--- config.mk ---
export PLATFORM = sky130hd
export DESIGN_NAME = vxe_cu_cmd_dispatch
export DESIGN_NICKNAME = d
export VERILOG_FILES = /design/src/rtl/vxe_cu_cmd_dispatch_pkg.sv /design/src/rtl/vxe_cu_cmd_fields.sv /design/src/rtl/vxe_cu_cmd_dispatch.sv
export VERILOG_INCLUDE_DIRS = /design/src /design/src/rtl
export SDC_FILE = /design/constraint.sdc
export NUM_CORES = 1
export LEC_CHECK = 0
export CORE_UTILIZATION = 43
export CTS_BUF_LIST = sky130_fd_sc_hd__clkbuf_4 sky130_fd_sc_hd__clkbuf_8
export CTS_CLUSTER_DIAMETER = 80
export DETAILED_ROUTE_END_ITERATION = 16
export PLACE_DENSITY = 0.84
export SLEW_MARGIN = 20
export SYNTH_ARGS = -nofsm -noshare
export SYNTH_HDL_FRONTEND = slang
export SYNTH_HIERARCHICAL = 1
export SYNTH_SLANG_ARGS = --single-unit
--- constraint.sdc ---
create_clock -name clk -period 1.69 [get_ports clk]
set_input_delay 0.338 -clock clk [delete_from_list [all_inputs] [get_ports clk]]
set_output_delay 0.338 -clock clk [all_outputs]
set_load 0.005 [all_outputs]
--- src/rtl/vxe_ctrl_unit_cmds.vh ---
// VxE control-unit command set: opcodes, ACTF function codes and the bit
// positions of the fields inside a 64-bit command word. Included inside a
// package so every consumer sees the same constants through an import.
`ifndef VXE_CTRL_UNIT_CMDS_VH
`define VXE_CTRL_UNIT_CMDS_VH

// CU-class opcodes (op[4:2] == 0)
localparam logic [4:0] CU_CMD_NOP    = 5'h00;
localparam logic [4:0] CU_CMD_SYNC   = 5'h01;
// VPU-class unicast-only opcodes
localparam logic [4:0] CU_CMD_SETACC = 5'h04;
localparam logic [4:0] CU_CMD_SETVL  = 5'h05;
localparam logic [4:0] CU_CMD_SETRS  = 5'h06;
localparam logic [4:0] CU_CMD_SETRT  = 5'h07;
localparam logic [4:0] CU_CMD_SETRD  = 5'h08;
localparam logic [4:0] CU_CMD_SETEN  = 5'h09;
// VPU-class broadcast-capable opcodes (op[4] == 1)
localparam logic [4:0] CU_CMD_PROD   = 5'h10;
localparam logic [4:0] CU_CMD_STORE  = 5'h11;
localparam logic [4:0] CU_CMD_ACTF   = 5'h12;

// ACTF function codes, carried in the payload function field
localparam logic [5:0] CU_CMD_ACTF_RELU  = 6'd0;
localparam logic [5:0] CU_CMD_ACTF_LRELU = 6'd1;

// Command word field positions
localparam int CU_CMD_OP_MSB   = 63;
localparam int CU_CMD_OP_LSB   = 59;
localparam int CU_CMD_DST_MSB  = 58;
localparam int CU_CMD_DST_LSB  = 51;
localparam int CU_CMD_ZERO_MSB = 50;
localparam int CU_CMD_ZERO_LSB = 48;
localparam int CU_CMD_PL_MSB   = 47;
localparam int CU_CMD_PL_LSB   = 0;
// ACTF function field, positions relative to the payload
localparam int CU_CMD_ACTF_FUNC_MSB = 47;
localparam int CU_CMD_ACTF_FUNC_LSB = 42;

`endif

--- src/rtl/vxe_cu_cmd_dispatch_pkg.sv ---
// Shared types and helpers for the CU command dispatcher.
//   ent_e        : occupancy/class of the single decode register
//   cu_fields_t  : decoded fields presented to the CU sequencer
//   vpu_fields_t : decoded fields presented on the VPU issue ports
//   pl_rsv_mask  : payload bits that must be zero for a given opcode
package vxe_cu_cmd_dispatch_pkg;

`include "vxe_ctrl_unit_cmds.vh"

   typedef enum logic [1:0] {
      ENT_EMPTY = 2'd0,
      ENT_CU    = 2'd1,
      ENT_VPU   = 2'd2
   } ent_e;

   typedef struct packed {
      logic nop;
      logic sync;
      logic stop;
      logic intr;
   } cu_fields_t;

   typedef struct packed {
      logic [4:0]  op;
      logic [2:0]  th;
      logic [47:0] pl;
   } vpu_fields_t;

   // Reserved payload bits per opcode. An ACTF with an unknown function is
   // already an error on its own, so it reports no reserved bits here.
   function automatic logic [47:0] pl_rsv_mask(input logic [4:0] op,
                                                input logic [5:0] func);
      logic [47:0] m;
      m = 48'h0;
      case (op)
         CU_CMD_NOP, CU_CMD_PROD, CU_CMD_STORE: m = 48'hFFFF_FFFF_FFFF;
         CU_CMD_SYNC:   m = 48'hFFFF_FFFF_FFFC;
         CU_CMD_SETACC: m = 48'hFFFF_0000_0000;
         CU_CMD_SETVL:  m = 48'hFFFF_FFF0_0000;
         CU_CMD_SETRS, CU_CMD_SETRT, CU_CMD_SETRD: m = 48'hFFC0_0000_0000;
         CU_CMD_SETEN:  m = 48'hFFFF_FFFF_FFFE;
         CU_CMD_ACTF: begin
            if (func == CU_CMD_ACTF_RELU)       m = 48'h03FF_FFFF_FFFF;
            else if (func == CU_CMD_ACTF_LRELU) m = 48'h03FF_FFFF_FF80;
            else                                m = 48'h0;
         end
         default: m = 48'h0;
      endcase
      return m;
   endfunction

endpackage

--- src/rtl/vxe_cu_cmd_fields.sv ---
// Combinational decoder for one 64-bit CU command word.
//   cmd     : raw command word
//   is_cu   : command belongs to the CU sequencer (NOP/SYNC class)
//   dec_err : word is illegal and must not be issued
//   mask    : VPU destination mask (all ones for broadcast)
//   cu_f    : NOP/SYNC decode and SYNC flags
//   vpu_f   : opcode, thread and payload for the VPU issue ports
module vxe_cu_cmd_fields
   import vxe_cu_cmd_dispatch_pkg::*;
#(
   parameter int VPUS_NR    = 2,
   parameter int VERIFY_FMT = 1
) (
   input  logic [63:0]        cmd,
   output logic               is_cu,
   output logic               dec_err,
   output logic [VPUS_NR-1:0] mask,
   output cu_fields_t         cu_f,
   output vpu_fields_t        vpu_f
);

   logic [4:0]  op;
   logic [7:0]  dst;
   logic [2:0]  zf;
   logic [47:0] pl;
   logic [5:0]  func;
   logic [4:0]  vidx;
   logic        bcast_cap;
   logic        bcast;
   logic        known_op;
   logic        func_err;
   logic        idx_err;
   logic        fmt_err;

   assign op   = cmd[CU_CMD_OP_MSB:CU_CMD_OP_LSB];
   assign dst  = cmd[CU_CMD_DST_MSB:CU_CMD_DST_LSB];
   assign zf   = cmd[CU_CMD_ZERO_MSB:CU_CMD_ZERO_LSB];
   assign pl   = cmd[CU_CMD_PL_MSB:CU_CMD_PL_LSB];
   assign func = pl[CU_CMD_ACTF_FUNC_MSB:CU_CMD_ACTF_FUNC_LSB];
   assign vidx = dst[7:3];

   assign is_cu     = (op[4:2] == 3'd0);
   assign bcast_cap = op[4];
   // dst[0] low on a broadcast-capable opcode selects every VPU
   assign bcast     = bcast_cap & ~dst[0];

   always_comb begin
      known_op = 1'b0;
      case (op)
         CU_CMD_NOP, CU_CMD_SYNC,
         CU_CMD_SETACC, CU_CMD_SETVL, CU_CMD_SETRS, CU_CMD_SETRT,
         CU_CMD_SETRD, CU_CMD_SETEN,
         CU_CMD_PROD, CU_CMD_STORE, CU_CMD_ACTF: known_op = 1'b1;
         default:                                known_op = 1'b0;
      endcase
   end

   assign func_err = (op == CU_CMD_ACTF) &&
                     (func != CU_CMD_ACTF_RELU) && (func != CU_CMD_ACTF_LRELU);

   // Only unicast VPU commands address a specific VPU
   assign idx_err = ~is_cu & ~bcast & ({1'b0, vidx} >= 6'(VPUS_NR));

   always_comb begin
      fmt_err = (zf != 3'd0) || ((pl & pl_rsv_mask(op, func)) != 48'h0);
      if ((op == CU_CMD_NOP || op == CU_CMD_SYNC) && dst != 8'h00)
         fmt_err = 1'b1;
      if (bcast_cap) begin
         // A broadcast carries no VPU/thread; a unicast has no thread bits
         if (bcast) begin
            if (dst != 8'h00) fmt_err = 1'b1;
         end else begin
            if (dst[2:1] != 2'b00) fmt_err = 1'b1;
         end
      end
   end

   assign dec_err = ~known_op | func_err | idx_err |
                    ((VERIFY_FMT != 0) & fmt_err);

   generate
      for (genvar gi = 0; gi < VPUS_NR; gi++) begin : g_mask
         assign mask[gi] = bcast | (vidx == 5'(gi));
      end
   endgenerate

   always_comb begin
      cu_f.nop  = (op == CU_CMD_NOP);
      cu_f.sync = (op == CU_CMD_SYNC);
      cu_f.stop = pl[0];
      cu_f.intr = pl[1];
   end

   always_comb begin
      vpu_f.op = op;
      vpu_f.th = dst[2:0];
      vpu_f.pl = pl;
   end

endmodule

--- src/rtl/vxe_cu_cmd_dispatch.sv ---
// VxE CU command dispatcher: a single registered decode stage between the
// CU fetch path and the CU sequencer / per-VPU issue ports.
//   clk, nrst                       : clock, asynchronous active-low reset
//   i_cmd, i_cmd_valid, o_cmd_ready : command intake handshake
//   o_cu_valid, i_cu_ready          : CU sequencer handshake
//   o_cu_nop/sync/sync_stop/intr    : CU command fields
//   o_vpu_valid, i_vpu_ready        : per-VPU handshakes (pending mask)
//   o_vpu_op/th/pl                  : VPU command fields (shared by all VPUs)
//   o_err, o_err_cmd, i_err_clr     : sticky decode error and its clear
//   o_busy                          : decode register occupied
module vxe_cu_cmd_dispatch
   import vxe_cu_cmd_dispatch_pkg::*;
#(
   parameter int VPUS_NR    = 2,
   parameter int VERIFY_FMT = 1
) (
   input  logic               clk,
   input  logic               nrst,
   input  logic [63:0]        i_cmd,
   input  logic               i_cmd_valid,
   output logic               o_cmd_ready,
   output logic               o_cu_valid,
   input  logic               i_cu_ready,
   output logic               o_cu_nop,
   output logic               o_cu_sync,
   output logic               o_cu_sync_stop,
   output logic               o_cu_sync_intr,
   output logic [VPUS_NR-1:0] o_vpu_valid,
   input  logic [VPUS_NR-1:0] i_vpu_ready,
   output logic [4:0]         o_vpu_op,
   output logic [2:0]         o_vpu_th,
   output logic [47:0]        o_vpu_pl,
   output logic               o_err,
   output logic [63:0]        o_err_cmd,
   input  logic               i_err_clr,
   output logic               o_busy
);

   logic               dec_is_cu;
   logic               dec_err;
   logic [VPUS_NR-1:0] dec_mask;
   cu_fields_t         dec_cu;
   vpu_fields_t        dec_vpu;

   vxe_cu_cmd_fields #(
      .VPUS_NR    (VPUS_NR),
      .VERIFY_FMT (VERIFY_FMT)
   ) u_fields (
      .cmd     (i_cmd),
      .is_cu   (dec_is_cu),
      .dec_err (dec_err),
      .mask    (dec_mask),
      .cu_f    (dec_cu),
      .vpu_f   (dec_vpu)
   );

   ent_e               ent_reg,      ent_next;
   logic               busy_reg,     busy_next;
   logic               cu_valid_reg, cu_valid_next;
   cu_fields_t         cu_reg,       cu_next;
   logic [VPUS_NR-1:0] pend_reg,     pend_next;
   vpu_fields_t        vpu_reg,      vpu_next;
   logic               err_reg,      err_next;
   logic [63:0]        err_cmd_reg,  err_cmd_next;

   logic [VPUS_NR-1:0] pend_left;
   logic               drain;
   logic               cmd_ready;
   logic               accept;

   // VPUs that have not yet taken the current entry after this cycle
   assign pend_left = pend_reg & ~i_vpu_ready;
   assign drain     = ((ent_reg == ENT_CU)  && i_cu_ready) ||
                      ((ent_reg == ENT_VPU) && (pend_left == '0));
   assign cmd_ready = ~err_reg & (~busy_reg | drain);
   assign accept    = i_cmd_valid & cmd_ready;

   always_ff @(posedge clk or negedge nrst) begin
      if (!nrst) begin
         ent_reg      <= ENT_EMPTY;
         busy_reg     <= 1'b0;
         cu_valid_reg <= 1'b0;
         cu_reg       <= '0;
         pend_reg     <= '0;
         vpu_reg      <= '0;
         err_reg      <= 1'b0;
         err_cmd_reg  <= 64'h0;
      end else begin
         ent_reg      <= ent_next;
         busy_reg     <= busy_next;
         cu_valid_reg <= cu_valid_next;
         cu_reg       <= cu_next;
         pend_reg     <= pend_next;
         vpu_reg      <= vpu_next;
         err_reg      <= err_next;
         err_cmd_reg  <= err_cmd_next;
      end
   end

   always_comb begin
      ent_next      = ent_reg;
      busy_next     = busy_reg;
      cu_valid_next = cu_valid_reg;
      cu_next       = cu_reg;
      pend_next     = pend_reg;
      vpu_next      = vpu_reg;
      err_next      = err_reg;
      err_cmd_next  = err_cmd_reg;

      if (ent_reg == ENT_VPU)
         pend_next = pend_left;

      if (drain) begin
         ent_next      = ENT_EMPTY;
         busy_next     = 1'b0;
         cu_valid_next = 1'b0;
         pend_next     = '0;
      end

      // A bad word is swallowed here; whatever already sits in the decode
      // register keeps draining through the logic above.
      if (accept && dec_err) begin
         err_next     = 1'b1;
         err_cmd_next = i_cmd;
      end else if (accept) begin
         busy_next = 1'b1;
         if (dec_is_cu) begin
            ent_next      = ENT_CU;
            cu_valid_next = 1'b1;
            cu_next       = dec_cu;
         end else begin
            ent_next  = ENT_VPU;
            pend_next = dec_mask;
            vpu_next  = dec_vpu;
         end
      end

      // Intake is blocked while the error is set, so this never races accept
      if (err_reg && i_err_clr) begin
         err_next     = 1'b0;
         err_cmd_next = 64'h0;
      end
   end

   assign o_cmd_ready    = cmd_ready;
   assign o_busy         = busy_reg;
   assign o_cu_valid     = cu_valid_reg;
   assign o_cu_nop       = cu_reg.nop;
   assign o_cu_sync      = cu_reg.sync;
   assign o_cu_sync_stop = cu_reg.stop;
   assign o_cu_sync_intr = cu_reg.intr;
   assign o_vpu_valid    = pend_reg;
   assign o_vpu_op       = vpu_reg.op;
   assign o_vpu_th       = vpu_reg.th;
   assign o_vpu_pl       = vpu_reg.pl;
   assign o_err          = err_reg;
   assign o_err_cmd      = err_cmd_reg;

endmodule

## After elaboration in Yosys (flattened, before gate mapping)

Memory sizes are Yosys's and may differ from the RTL's.
Cells that the tools add are included.

| storage, ports and cells | value |
|---|---|
| bits in registers | 131 |
| word-level logic and storage cells | 104 |
| memories kept | 1 |
| ROM bits | 32 |

| cells by class | value |
|---|---|
| equality and inequality tests | 15 |
| reductions and logical operators | 25 |
| bitwise logic cells | 21 |
| order comparisons | 1 |
| multiplexer cells | 28 |

Memories:

| memory | depth | bits a word | rd ports | clocked after memory_dff | write ports | RTL line | source |
|---|---|---|---|---|---|---|---|
| (no name shown) | 32 | 1 | 1 | 0 | 0 | vxe_cu_cmd_fields.sv:49 | `case (op)` |

Operators with widths:

| operator | number |
|---|---|
| $pmux 48 s7 | 1 |
| $mux 64 | 2 |
| $and 48x48->48 | 1 |
| $mux 48 | 1 |
| $reduce_bool 48->1 | 1 |
| $mux 42 | 1 |
| $eq 5x3->1 const B | 4 |
| $mux 2 | 9 |
| $eq 5x5->1 const B | 3 |
| $mux 1 | 14 |
| $eq 5x1->1 const B | 2 |
| $eq 5x4->1 const B | 2 |
| $logic_not 5->1 | 2 |
| $reduce_bool 8->1 | 1 |
| $logic_and 1x1->1 | 7 |
| $not 1->1 | 7 |
| $eq 6x1->1 const B | 1 |
| $logic_not 6->1 | 1 |
| $ne 6x1->1 const B | 1 |
| $or 1x1->1 | 6 |
| $reduce_and 3->1 | 2 |
| $reduce_bool 6->1 | 1 |
| $reduce_or 3->1 | 2 |
| $and 1x1->1 | 5 |
| other kinds (10) | 13 |

## Depth between registers and ports, before layout

Gate-level depths: netlist of the first run.

| logic depth | value |
|---|---|
| depth after elaboration | 15 |
| mapped depth | 12 |

## Cells and area by module

Netlist of the first run, hierarchy kept.

By module, submodules not included:

| module | cells an instance | seq. area each (µm²) | times used | area each (µm²) |
|---|---|---|---|---|
| vxe_cu_cmd_dispatch | 433 | 3,278.1 | 1 | 5,427.7 |
| vxe_cu_cmd_fields | 128 | 0.0 | 1 | 878.3 |

## Least setup slack after synthesis of the first run

OpenSTA, ideal clock, no wires.

| timing path | value |
|---|---|
| path kind | input port to flip-flop |
| start point | input port i_cmd[2] |
| end point | register vpu_reg, in the netlist o_vpu_pl[10] |
| arrival time | 2.641 ns |
| setup slack | -1.075 ns |
| data required time | 1.565 ns |
| buffers on the path | 2 |
| stages on the path | 11 |
| cell sequence | or4_4 o221ai_1 o211ai_1 nor4_1 nand3_1 or3b_1 nor2_1 nand2_1 buf_6 buf_6 mux2_2 |

| on the way | value |
|---|---|
| word-level cells in the longest chain between the ends | 11 |
| elaborated cells between the ends (all ways) | 12 |
| those cells by class | mux: 5; bitwise: 3; reduce/logical: 4 |

Ends and longest elaborated chain:

| what | RTL line | source |
|---|---|---|
| from (decl) | vxe_cu_cmd_dispatch.sv:19 | `input logic [63:0] i_cmd,` |
| $and 48x48->48 (*) | vxe_cu_cmd_fields.sv:65 | `fmt_err = (zf != 3'd0) \|\| ((pl & pl_rsv_mask(op, func)) != 48'h0);` |
| $reduce_bool 48->1 (*) | vxe_cu_cmd_fields.sv:65 |  |
| $logic_or 1x1->1 (*) | vxe_cu_cmd_fields.sv:65 |  |
| $mux 1 (*) | vxe_cu_cmd_fields.sv:66 | `if ((op == CU_CMD_NOP \|\| op == CU_CMD_SYNC) && dst != 8'h00)` |
| $mux 1, on equally long branches | vxe_cu_cmd_fields.sv:73, vxe_cu_cmd_fields.sv:71 |  |
| $mux 1 | vxe_cu_cmd_fields.sv:70 | `if (bcast) begin` |
| $mux 1 (*) | vxe_cu_cmd_fields.sv:68 | `if (bcast_cap) begin` |
| $or 1x1->1 (*) | vxe_cu_cmd_fields.sv:78 | `assign dec_err = ~known_op \| func_err \| idx_err \|` |
| via dec_err | vxe_cu_cmd_dispatch.sv:40 | `logic dec_err;` |
| $logic_and 1x1->1 (*) | vxe_cu_cmd_dispatch.sv:122 | `if (accept && dec_err) begin` |
| $not 1->1 (no line) (*) | - |  |
| $reduce_and 3->1 (no line) (*) | - |  |
| to (signal assigned) | vxe_cu_cmd_dispatch.sv:94 | `vpu_reg <= vpu_next;` |
| to (decl) | vxe_cu_cmd_dispatch.sv:62 | `vpu_fields_t vpu_reg, vpu_next;` |

Mark *: on every way through the listed nets, which the timed path passes. The rest lies on a longest branch.
A chain may end at the register's enable or synchronous reset.

## Final worst setup path of the first run

| timing path | value |
|---|---|
| start point | input port i_cmd[56] |
| end point | register vpu_reg, in the netlist o_vpu_op[0] |

| on the way | value |
|---|---|
| word-level cells in the longest chain between the ends | 10 |
| elaborated cells between the ends (all ways) | 14 |
| those cells by class | order compare: 1; mux: 5; bitwise: 4; reduce/logical: 4 |

Ends and longest elaborated chain:

| what | RTL line |
|---|---|
| $reduce_bool 8->1 | vxe_cu_cmd_fields.sv:66, vxe_cu_cmd_fields.sv:71 |
| $logic_and 1x1->1 | vxe_cu_cmd_fields.sv:66 |
| $mux 1 | vxe_cu_cmd_fields.sv:66 |
| $mux 1, on equally long branches | vxe_cu_cmd_fields.sv:73, vxe_cu_cmd_fields.sv:71 |
| $mux 1 | vxe_cu_cmd_fields.sv:70 |
| $mux 1 | vxe_cu_cmd_fields.sv:68 |
| $or 1x1->1 (*) | vxe_cu_cmd_fields.sv:78 |
| via dec_err | vxe_cu_cmd_dispatch.sv:40 |
| $logic_and 1x1->1 (*) | vxe_cu_cmd_dispatch.sv:122 |
| $not 1->1 (no line) (*) | - |
| $reduce_and 3->1 (no line) (*) | - |

Marks and branches as above.

==> flow_summary.toml, run 1 <==
[critical_path]
critical_path_class = "input port to flip-flop"
r2r_start = "o_vpu_valid[1]$_DFF_PN0_"
arrival_ps = 3070
worst_setup_path_start_kind = "input port"
crit_fanout = 8
reg2reg_depth = 6
r2r-end = "o_err_cmd[25]$_DFFE_PN0P_"
endpoint_kind = "flip-flop"
cp.required_ps = 2000
r2r_setup_slack_ps = -380

[timing]
relSlewSlack_pct = 69.17
slew_violations = 0
fin_skew_ps = 14.19
setup-tns-final_ps = -108630
whs_ps = 145.5
setup_ws_ps = -1072
hold_viol = 0
setup_viol = 132
worst_pin_slew_ps = 461.5
fin_crit_sh_pct = 163.4
grt_setup_unrepaired = "yes"
fmax_mhz = 362.1
layout_min_cycle_time_ps = 2762

[run_status]
violations = "negative setup slack"
status = "complete, but fails checks"

[job]
maxCapViolations = 0

[place]
port_buffers = 200
numPlacedInstances = 949
gp_congestion = 0.8342
hpwlAfterDp_um = 12570
place_ws_ps = -1794

[detailed_routing]
wl_per_cell_um = 19.19
drt-vias-per-instance = 5.152
ant_nets = 0
wl_um = 19410
drc = 0
drt_first_pass_iters = 5
num_vias = 5209
drt_iter0_markers = 391

[global_routing]
grt_max_degree = 41
grt_pass1_wl_um = 28390
grt_pass1_vias = 5475
grt_usage_pct = 25.13
antenna_found_initial = 0
grt_remaining_overflow = 0

[clock_tree]
cts.path.max_buffers = 2
clkTransAtPathRegs_ps = 70
worstSkewPairLatency_ps = 430
cts_buffers = 17
tritoncts = "built"
htree_num_levels = 4
cts_sinks = 131
cts_root_buf = "clkbuf_8"

[floorplanning]
die_h_um = 123.1
top_level_ports = 201
core_mm2 = 0.01410
rows = 43
dieArea_mm2 = 0.01515
die_w_um = 123.1
start_util_pct = 44.74

[yosys]
synth_cell_types = 44
mappedNetlistArea_mm2 = 0.006306
async_flop_share_pct = 100.0
postSynthAreaPerCell_um2 = 11.24
synth-edff-count = 0
ys_seq_elements = 131
synth_top_area_share_pct = 51.98
synth_seq_area_share_pct = 51.98
yosysMostFrequentCell = "dfrtp_1"
ys_warn_count = 6
syn_inst = 561
yosysTopAreaCell = "dfrtp_1"
syn_nets = 632
synth.area.top_cells = "dfrtp_1, mux2_2, mux2i_1"
netlist_top_cells_count = "dfrtp_1, nand2_1, inv_1, mux2i_1, mux2_2"
synth-main-ff-cell = "dfrtp_1"

[min_path]
hp-class = "input port to flip-flop"
worstHoldStart = "i_cmd[57]"
min_to = "o_err_cmd[57]$_DFFE_PN0P_"
hold-path-cell-count = 3

[power_and_ir_drop]
fin_total_pwr_uw = 8454
ir_worst_vdd_v = 0.0006130
cellPowerDensity_mw_per_mm2 = 866.2
leakagePower_uw = 0.005461

[layout]
drive_gt1_share_pct = 32.77
fin_cells = 1011
nets = 888
syn_to_final_growth_pct = 54.76
largest_reg_flops = 64
==> report_power, final <==
group | leakage (uW) | internal (uW) | switching, uW | total [uW]
logic | 0.00352 | 1200 | 859 | 2060
registers | 0.00174 | 3480 | 208 | 3690
clock network | 0.000206 | 1470 | 1230 | 2700
==> what timing repair did <==
| action | CTS | global route |
|---|---|---|
| buffers inserted | 14 | 8 |
| pin swaps | 25 | 23 |
| gates resized for setup | 121 | 83 |
| hold buffers | 1 | 0 |
| setup endpoints to repair | 144 | 171 |
| hold endpoints to repair | 36 | 0 |
| cloned | 6 | 3 |
==> cell type report <==
class | instances | area [um2]
antenna | 1 | 2.502
clock buffer | 23 | 297.8
clock inverter | 9 | 103.9
fill | 995 | 4337
inverter | 68 | 257.7
multi-input combinational | 280 | 2420
sequential | 131 | 3278
tap | 180 | 225.2
timing repair buffer | 319 | 3174
==> cell usage in the layout, fill, tap and decap left out, types with 3 or more instances in the layout <==
cell type | Yosys | routed
buf_4 | 59 | 93
clkbuf_8 | 0 | 20
dlygate4sd2_1 | 0 | 33
buf_6 | 8 | 16
o21ai_0 | 7 | 5
a21oi_1 | 5 | 5
buf_2 | 7 | 7
nand2_1 | 74 | 72
nor2_1 | 7 | 3
nor3_1 | 5 | 3
mux2_4 | 0 | 3
mux2_2 | 62 | 59
clkinv_2 | 0 | 4
nor4_2 | 1 | 6
nor2b_1 | 5 | 3
dfrtp_1 | 131 | 131
clkbuf_4 | 0 | 3
nor2_2 | 0 | 4
mux2i_1 | 64 | 62
clkbuf_16 | 0 | 3
buf_16 | 0 | 3
inv_1 | 68 | 66
buf_12 | 0 | 8
clkbuf_2 | 0 | 3
nor4_4 | 0 | 4
dlymetal6s2s_1 | 0 | 43
clkdlybuf4s50_1 | 0 | 107
and3_1 | 3 | 3
==> worst max path at each step <==
| stage | endpoint | startpoint | slack, ps | depth (start not counted) |
|---|---|---|---|---|
| 3_3_place_gp | o_vpu_pl[41]$_DFFE_PN0P_ | i_cmd[2] | -1640 | 11 |
| 4_1_cts | o_vpu_op[0]$_DFFE_PN0P_ | i_cmd[56] | -1030 | 13 |
| 2_1_floorplan | o_vpu_pl[10]$_DFFE_PN0P_ | i_cmd[55] | -1050 | 11 |
| 5_1_grt | o_vpu_op[0]$_DFFE_PN0P_ | i_cmd[56] | -1100 | 12 |
| 3_5_place_dp | o_vpu_pl[27]$_DFFE_PN0P_ | i_cmd[55] | -1790 | 11 |
| 6_report | o_vpu_op[0]$_DFFE_PN0P_ | i_cmd[56] | -1070 | 12 |
==> cells by family after synthesis <==
family,Yosys count,synth area share [%]
DFF,131,51.98
and+or+nand+nor,122,9.464
AOI/OAI and AO/OA,32,3.790
muxes,126,21.23
buffers and inverters,150,13.53
==> routing by layer <==
layer  up-vias  global-route usage [%]  part of all wire [%]
met1      2603                   30.61                    39
met4         0                   8.886                   2.5
li1       2326                       -                     -
met5         -                       0                     0
met2       230                   42.52                    51
met3        50                   7.196                   6.9
==> per-stage QoR <==
step / util, % / instance area (um2)
floorplan: - / 6335
global placement: 61.97 / 8736
detailed placement: 61.97 / 8736
CTS: 67.33 / 9490
global route: 69.22 / 9757
finish: 69.23 / 9759
==> worst max-delay path, cell delays in order <==
cell,delay [ps]
buf_6,90
or4_4,580
nor3_1,270
a2111oi_2,150
nor4_2,270
nand3_1,160
or3b_4,410
nor2_2,100
nand2_2,110
buf_6,150
buf_16,150
mux2_4,290
Note: power is estimated with default switching activity, not from simulation.
==> run 2, diff against run 1 <==
CAP_MARGIN = 5   (was default)
SETUP_SLACK_MARGIN = 0.3   (was default)
==> flow_summary.toml, run 2 (synthesis gave the netlist of run 1 again) <==
[critical_path]
endpoint_kind = "flip-flop"
worst_setup_path_start_kind = "input port"
crit_fanout = 8
arrival_ps = 3150
r2r_start = "o_vpu_valid[0]$_DFF_PN0_"
r2r-end = "o_err_cmd[48]$_DFFE_PN0P_"
cp.required_ps = 2000
critical_path_class = "input port to flip-flop"
reg2reg_depth = 6
r2r_setup_slack_ps = -280

[clock_tree]
cts_buffers = 17
tritoncts = "built"
clkTransAtPathRegs_ps = 70
worstSkewPairLatency_ps = 430
htree_num_levels = 4
cts_root_buf = "clkbuf_8"
cts_sinks = 131
cts.path.max_buffers = 2

[min_path]
hold-path-cell-count = 3
min_to = "o_err_cmd[57]$_DFFE_PN0P_"
hp-class = "input port to flip-flop"
worstHoldStart = "i_cmd[57]"

[layout]
nets = 880
final_common_cell = "dfrtp_1"
largest_reg_flops = 64
postLayoutCoreUtil_pct = 68.73
drive_gt1_share_pct = 32.12
final_cell_mix = "dfrtp_1, buf_4, clkdlybuf4s50_1"
syn_to_final_growth_pct = 53.63
final_area_mm2 = 0.009688

[timing]
fin_skew_ps = 13.30
whs_ps = 144.1
relSlewSlack_pct = 53.84
grt_setup_unrepaired = "yes"
slew_violations = 0
fin_crit_sh_pct = 168.1
setup_viol = 132
worst_pin_slew_ps = 690.7
fmax_mhz = 352.0
setup_ws_ps = -1151
layout_min_cycle_time_ps = 2841
hold_viol = 0

[place]
dpl_cell_area_mm2 = 0.008736
hpwlAfterDp_um = 12570
port_buffers = 200
gp_congestion = 0.8342

[floorplanning]
die_h_um = 123.1
rows = 43
core_mm2 = 0.01410
top_level_ports = 201
die_w_um = 123.1
dieArea_mm2 = 0.01515
start_util_pct = 44.74

[power_and_ir_drop]
swShare_pct = 27.03
power.share.clock_pct = 32.3
leakagePower_uw = 0.005804
comb_power_share_pct = 23.2
seqPwrFrac_pct = 44.5
cellPowerDensity_mw_per_mm2 = 857.2
p_sw_uw = 2245
ir_worst_vdd_v = 0.0006434
internal_power_uw = 6060

[detailed_routing]
num_vias = 5125
drt_first_pass_iters = 4
drt_iter0_markers = 384
drt-vias-per-instance = 5.110
wl_um = 19150
drc = 0
ant_nets = 0
wl_per_cell_um = 19.10

[global_routing]
antenna_found_initial = 0
grt_pass1_vias = 5512
met2_usage_pct = 42.45
grt_max_degree = 41
gr-usage-met1_pct = 30.47
grt_pass1_wl_um = 28490
grt_usage_pct = 25.27
busiest_layer = "met2"
met3_usage_pct = 7.380
grt_remaining_overflow = 0

[run_status]
violations = "negative setup slack"
status = "complete, but fails checks"

[job]
maxCapViolations = 0
-- run 2: cell type report --
| class | count | area, um2 |
|---|---|---|
| fill | 993 | 4408 |
| sequential | 131 | 3278 |
| timing repair buffer | 311 | 3154 |
| multi-input combinational | 280 | 2369 |
| clock buffer | 23 | 297.8 |
| inverter | 68 | 257.7 |
| tap | 180 | 225.2 |
| clock inverter | 9 | 103.9 |
| antenna | 1 | 2.502 |
-- run 2: timing repair --
action,4_1_cts,5_1_grt
hold endpoints to repair,36,0
setup buffers,11,2
gates cloned,6,1
hold buffers,1,0
setup endpoints to repair,261,252
resized for setup,168,86
pin swaps,24,14
-- run 2: per-layer routing --
layer  up-vias  part of all wire (%)
li1       2311                     -
met1      2569                    40
met2       208                    51
met3        37                   7.0
met4         0                   2.0
met5         -                     0
-- run 2: how the worst max path moves through the flow --
stage / from / endpoint / slack [ps]
finish: i_cmd[50] / o_vpu_pl[37]$_DFFE_PN0P_ / -1150
floorplan: i_cmd[55] / o_vpu_pl[10]$_DFFE_PN0P_ / -1050
global route: i_cmd[56] / o_vpu_pl[37]$_DFFE_PN0P_ / -1170
detailed placement: i_cmd[55] / o_vpu_pl[27]$_DFFE_PN0P_ / -1790
global placement: i_cmd[2] / o_vpu_pl[41]$_DFFE_PN0P_ / -1640
CTS: i_cmd[56] / o_vpu_op[0]$_DFFE_PN0P_ / -1030
-- run 2: power by group through the flow --
stage | registers, uW | logic, uW | clock network, uW
2_1_floorplan | 3750 | 703 | 0
3_3_place_gp | 3730 | 1890 | 0
3_5_place_dp | 3750 | 1960 | 0
4_1_cts | 3690 | 1980 | 2750
5_1_grt | 3730 | 2080 | 2870
6_report | 3690 | 1930 | 2680
-- run 2: through the flow --
step / setup slack, ps / total power (uW) / std cells / setup TNS (ps)
3_5_place_dp: -1794 / 5704 / 949 / -198870
5_1_grt: -1165 / 8684 / 1002 / -133970
4_1_cts: -1031 / 8425 / 999 / -99030
2_1_floorplan: -1046 / 4458 / 561 / -100240
3_3_place_gp: -1636 / 5622 / 949 / -180300
6_report: -1151 / 8305 / 1003 / -129560
-- run 2: worst max-delay path, stage by stage --
cell and delay [ps]:
clkdlybuf4s50_1 440, nor3_2 290, buf_4 160, o211ai_1 120, nor4_2 360, nand3_1 160
or3b_4 410, nor2_2 100, nand2_2 90, buf_6 120, buf_6 120, buf_16 150
mux2_4 290
==> run 3, diff against run 2 <==
SKIP_CTS_REPAIR_TIMING = 1   (was default)
==> flow_summary.toml, run 3 (synthesis gave the netlist of run 1 again) <==
[run_status]
status = "complete, but fails checks"
violations = "negative setup slack"

[power_and_ir_drop]
internal_power_uw = 6266
cellPowerDensity_mw_per_mm2 = 833.8
swShare_pct = 27.54
comb_power_share_pct = 26.1
seqPwrFrac_pct = 42.7
ir_worst_vdd_v = 0.0006469
power.share.clock_pct = 31.2
leakagePower_uw = 0.007086
p_sw_uw = 2382

[layout]
final_common_cell = "dlymetal6s2s_1"
final.fill_count = 880
largest_reg_flops = 64
drive_gt1_share_pct = 34.23
diodes = 0
postLayoutCoreUtil_pct = 73.58
nets = 914
final_cell_mix = "dlymetal6s2s_1, dfrtp_1, buf_4"
fin_cells = 1036
syn_to_final_growth_pct = 64.46

[timing]
slew_violations = 0
layout_min_cycle_time_ps = 2902
setup_viol = 132
relSlewSlack_pct = 66.70
hold_viol = 0
setup_ws_ps = -1212
fin_skew_ps = 13.72
whs_ps = 144.6
fmax_mhz = 344.6
grt_setup_unrepaired = "yes"
worst_pin_slew_ps = 495.6
fin_crit_sh_pct = 171.7

[global_routing]
antenna_found_initial = 0
grt_usage_pct = 23.20
grt_pass1_vias = 5179
grt_max_degree = 41
grt_remaining_overflow = 0
grt_pass1_wl_um = 26440

[detailed_routing]
drt_iter0_markers = 380
drt_first_pass_iters = 4
drt-vias-per-instance = 5.192
wl_met3_um = 1384
wl_um = 21240
met2WireLength_um = 10770
m1WireLength_um = 8469
wl_per_cell_um = 20.50
num_vias = 5379
ant_nets = 0
drc = 0
top_layer = "met4"

[critical_path]
max_stage_delay_ps = 470
crit_path_start = "i_cmd[13]"
arrival_ps = 3210
critPathSlowestCell = "clkdlybuf4s50_1"
critical_path_class = "input port to flip-flop"
reg2reg_depth = 6
r2r_start = "o_vpu_valid[1]$_DFF_PN0_"
endpoint_kind = "flip-flop"
crit_fanout = 8
r2r-end = "o_err_cmd[47]$_DFFE_PN0P_"
cp.required_ps = 1990
r2r_setup_slack_ps = -330
worst_setup_path_start_kind = "input port"
crit_chain = "clkdlybuf4s50_1, nor4_4, a41oi_2, a222oi_1, nand3_1, or3b_4, nor2_4, nand2_8, clkbuf_16, mux2_4"

[floorplanning]
rows = 43
start_util_pct = 44.74
dieArea_mm2 = 0.01515
core_mm2 = 0.01410
die_h_um = 123.1
top_level_ports = 201
die_w_um = 123.1

[clock_tree]
cts.path.max_buffers = 2
htree_num_levels = 4
clkTransAtPathRegs_ps = 80
cts_root_buf = "clkbuf_8"
worstSkewPairLatency_ps = 430
cts_sinks = 131
cts_buffers = 17
tritoncts = "built"

[min_path]
hp-class = "input port to flip-flop"
hold-path-cell-count = 3
min_to = "o_err_cmd[58]$_DFFE_PN0P_"
worstHoldStart = "i_cmd[58]"

[place]
gp_congestion = 0.8342
numPlacedInstances = 949
port_buffers = 200
hpwlAfterDp_um = 12570

[job]
maxCapViolations = 0
## run 3: changes by cell type in the layout (fill, tap and decap cells not counted), moves of 4 or more
cell	before	now
dlymetal6s2s_1	70	150
clkdlybuf4s50_1	78	35
dlygate4sd2_1	24	0
buf_4	85	108
buf_2	17	1
clkbuf_16	1	9
clkbuf_2	1	7
buf_16	4	0
buf_6	17	21
## run 3: power groups by stage
stage               combinational (uW)  clock (uW)  sequential [uW]
detailed placement                1960           0             3750
floorplan                          703           0             3750
global route                      2410        2860             3730
finish                            2260        2690             3690
CTS                               1970        2750             3690
global placement                  1890           0             3730
## run 3: how the worst max path moves through the flow
stage                                     endpoint  slack (ps)  cells after the start
after floorplan           o_vpu_pl[10]$_DFFE_PN0P_       -1050                     11
after global placement    o_vpu_pl[41]$_DFFE_PN0P_       -1640                     11
after detailed placement  o_vpu_pl[27]$_DFFE_PN0P_       -1790                     11
after CTS                 o_vpu_pl[36]$_DFFE_PN0P_       -1320                     11
after global routing      o_vpu_pl[37]$_DFFE_PN0P_       -1210                     10
final                     o_vpu_pl[37]$_DFFE_PN0P_       -1210                     10
## run 3: metal layers
layer | up-vias | track usage (%)
li1 | 2365 | -
met1 | 2710 | 27.91
met2 | 256 | 39.71
met3 | 48 | 7.011
met4 | 0 | 7.530
met5 | - | 0
## run 3: metrics by stage
step | setup TNS (ps) | instance area, um2 | setup slack (ps) | power (uW)
floorplan | -100240 | 6335 | -1046 | 4458
global placement | -180300 | 8736 | -1636 | 5622
detailed placement | -198870 | 8736 | -1794 | 5704
CTS | -137950 | 9138 | -1321 | 8418
global route | -119520 | 10370 | -1209 | 8997
finish | -120510 | 10370 | -1212 | 8648
## run 3: area by class of cell
class / instances / area, um2 / area share, %
Clock buffer: 23 / 297.8 / 2.871
Clock inverter: 9 / 103.9 / 1.001
Inverter: 68 / 255.2 / 2.461
Multi-Input combinational cell: 282 / 2450 / 23.62
Sequential cell: 131 / 3279 / 31.62
Tap cell: 180 / 225.2 / 2.172
Timing Repair Buffer: 343 / 3760 / 36.25
## run 3: worst max-delay path: cells and delay by family
family          cells  cell delay (ps)
buf+inv             2              670
simple gates        5             1300
compound gates      2              610
mux                 1              290
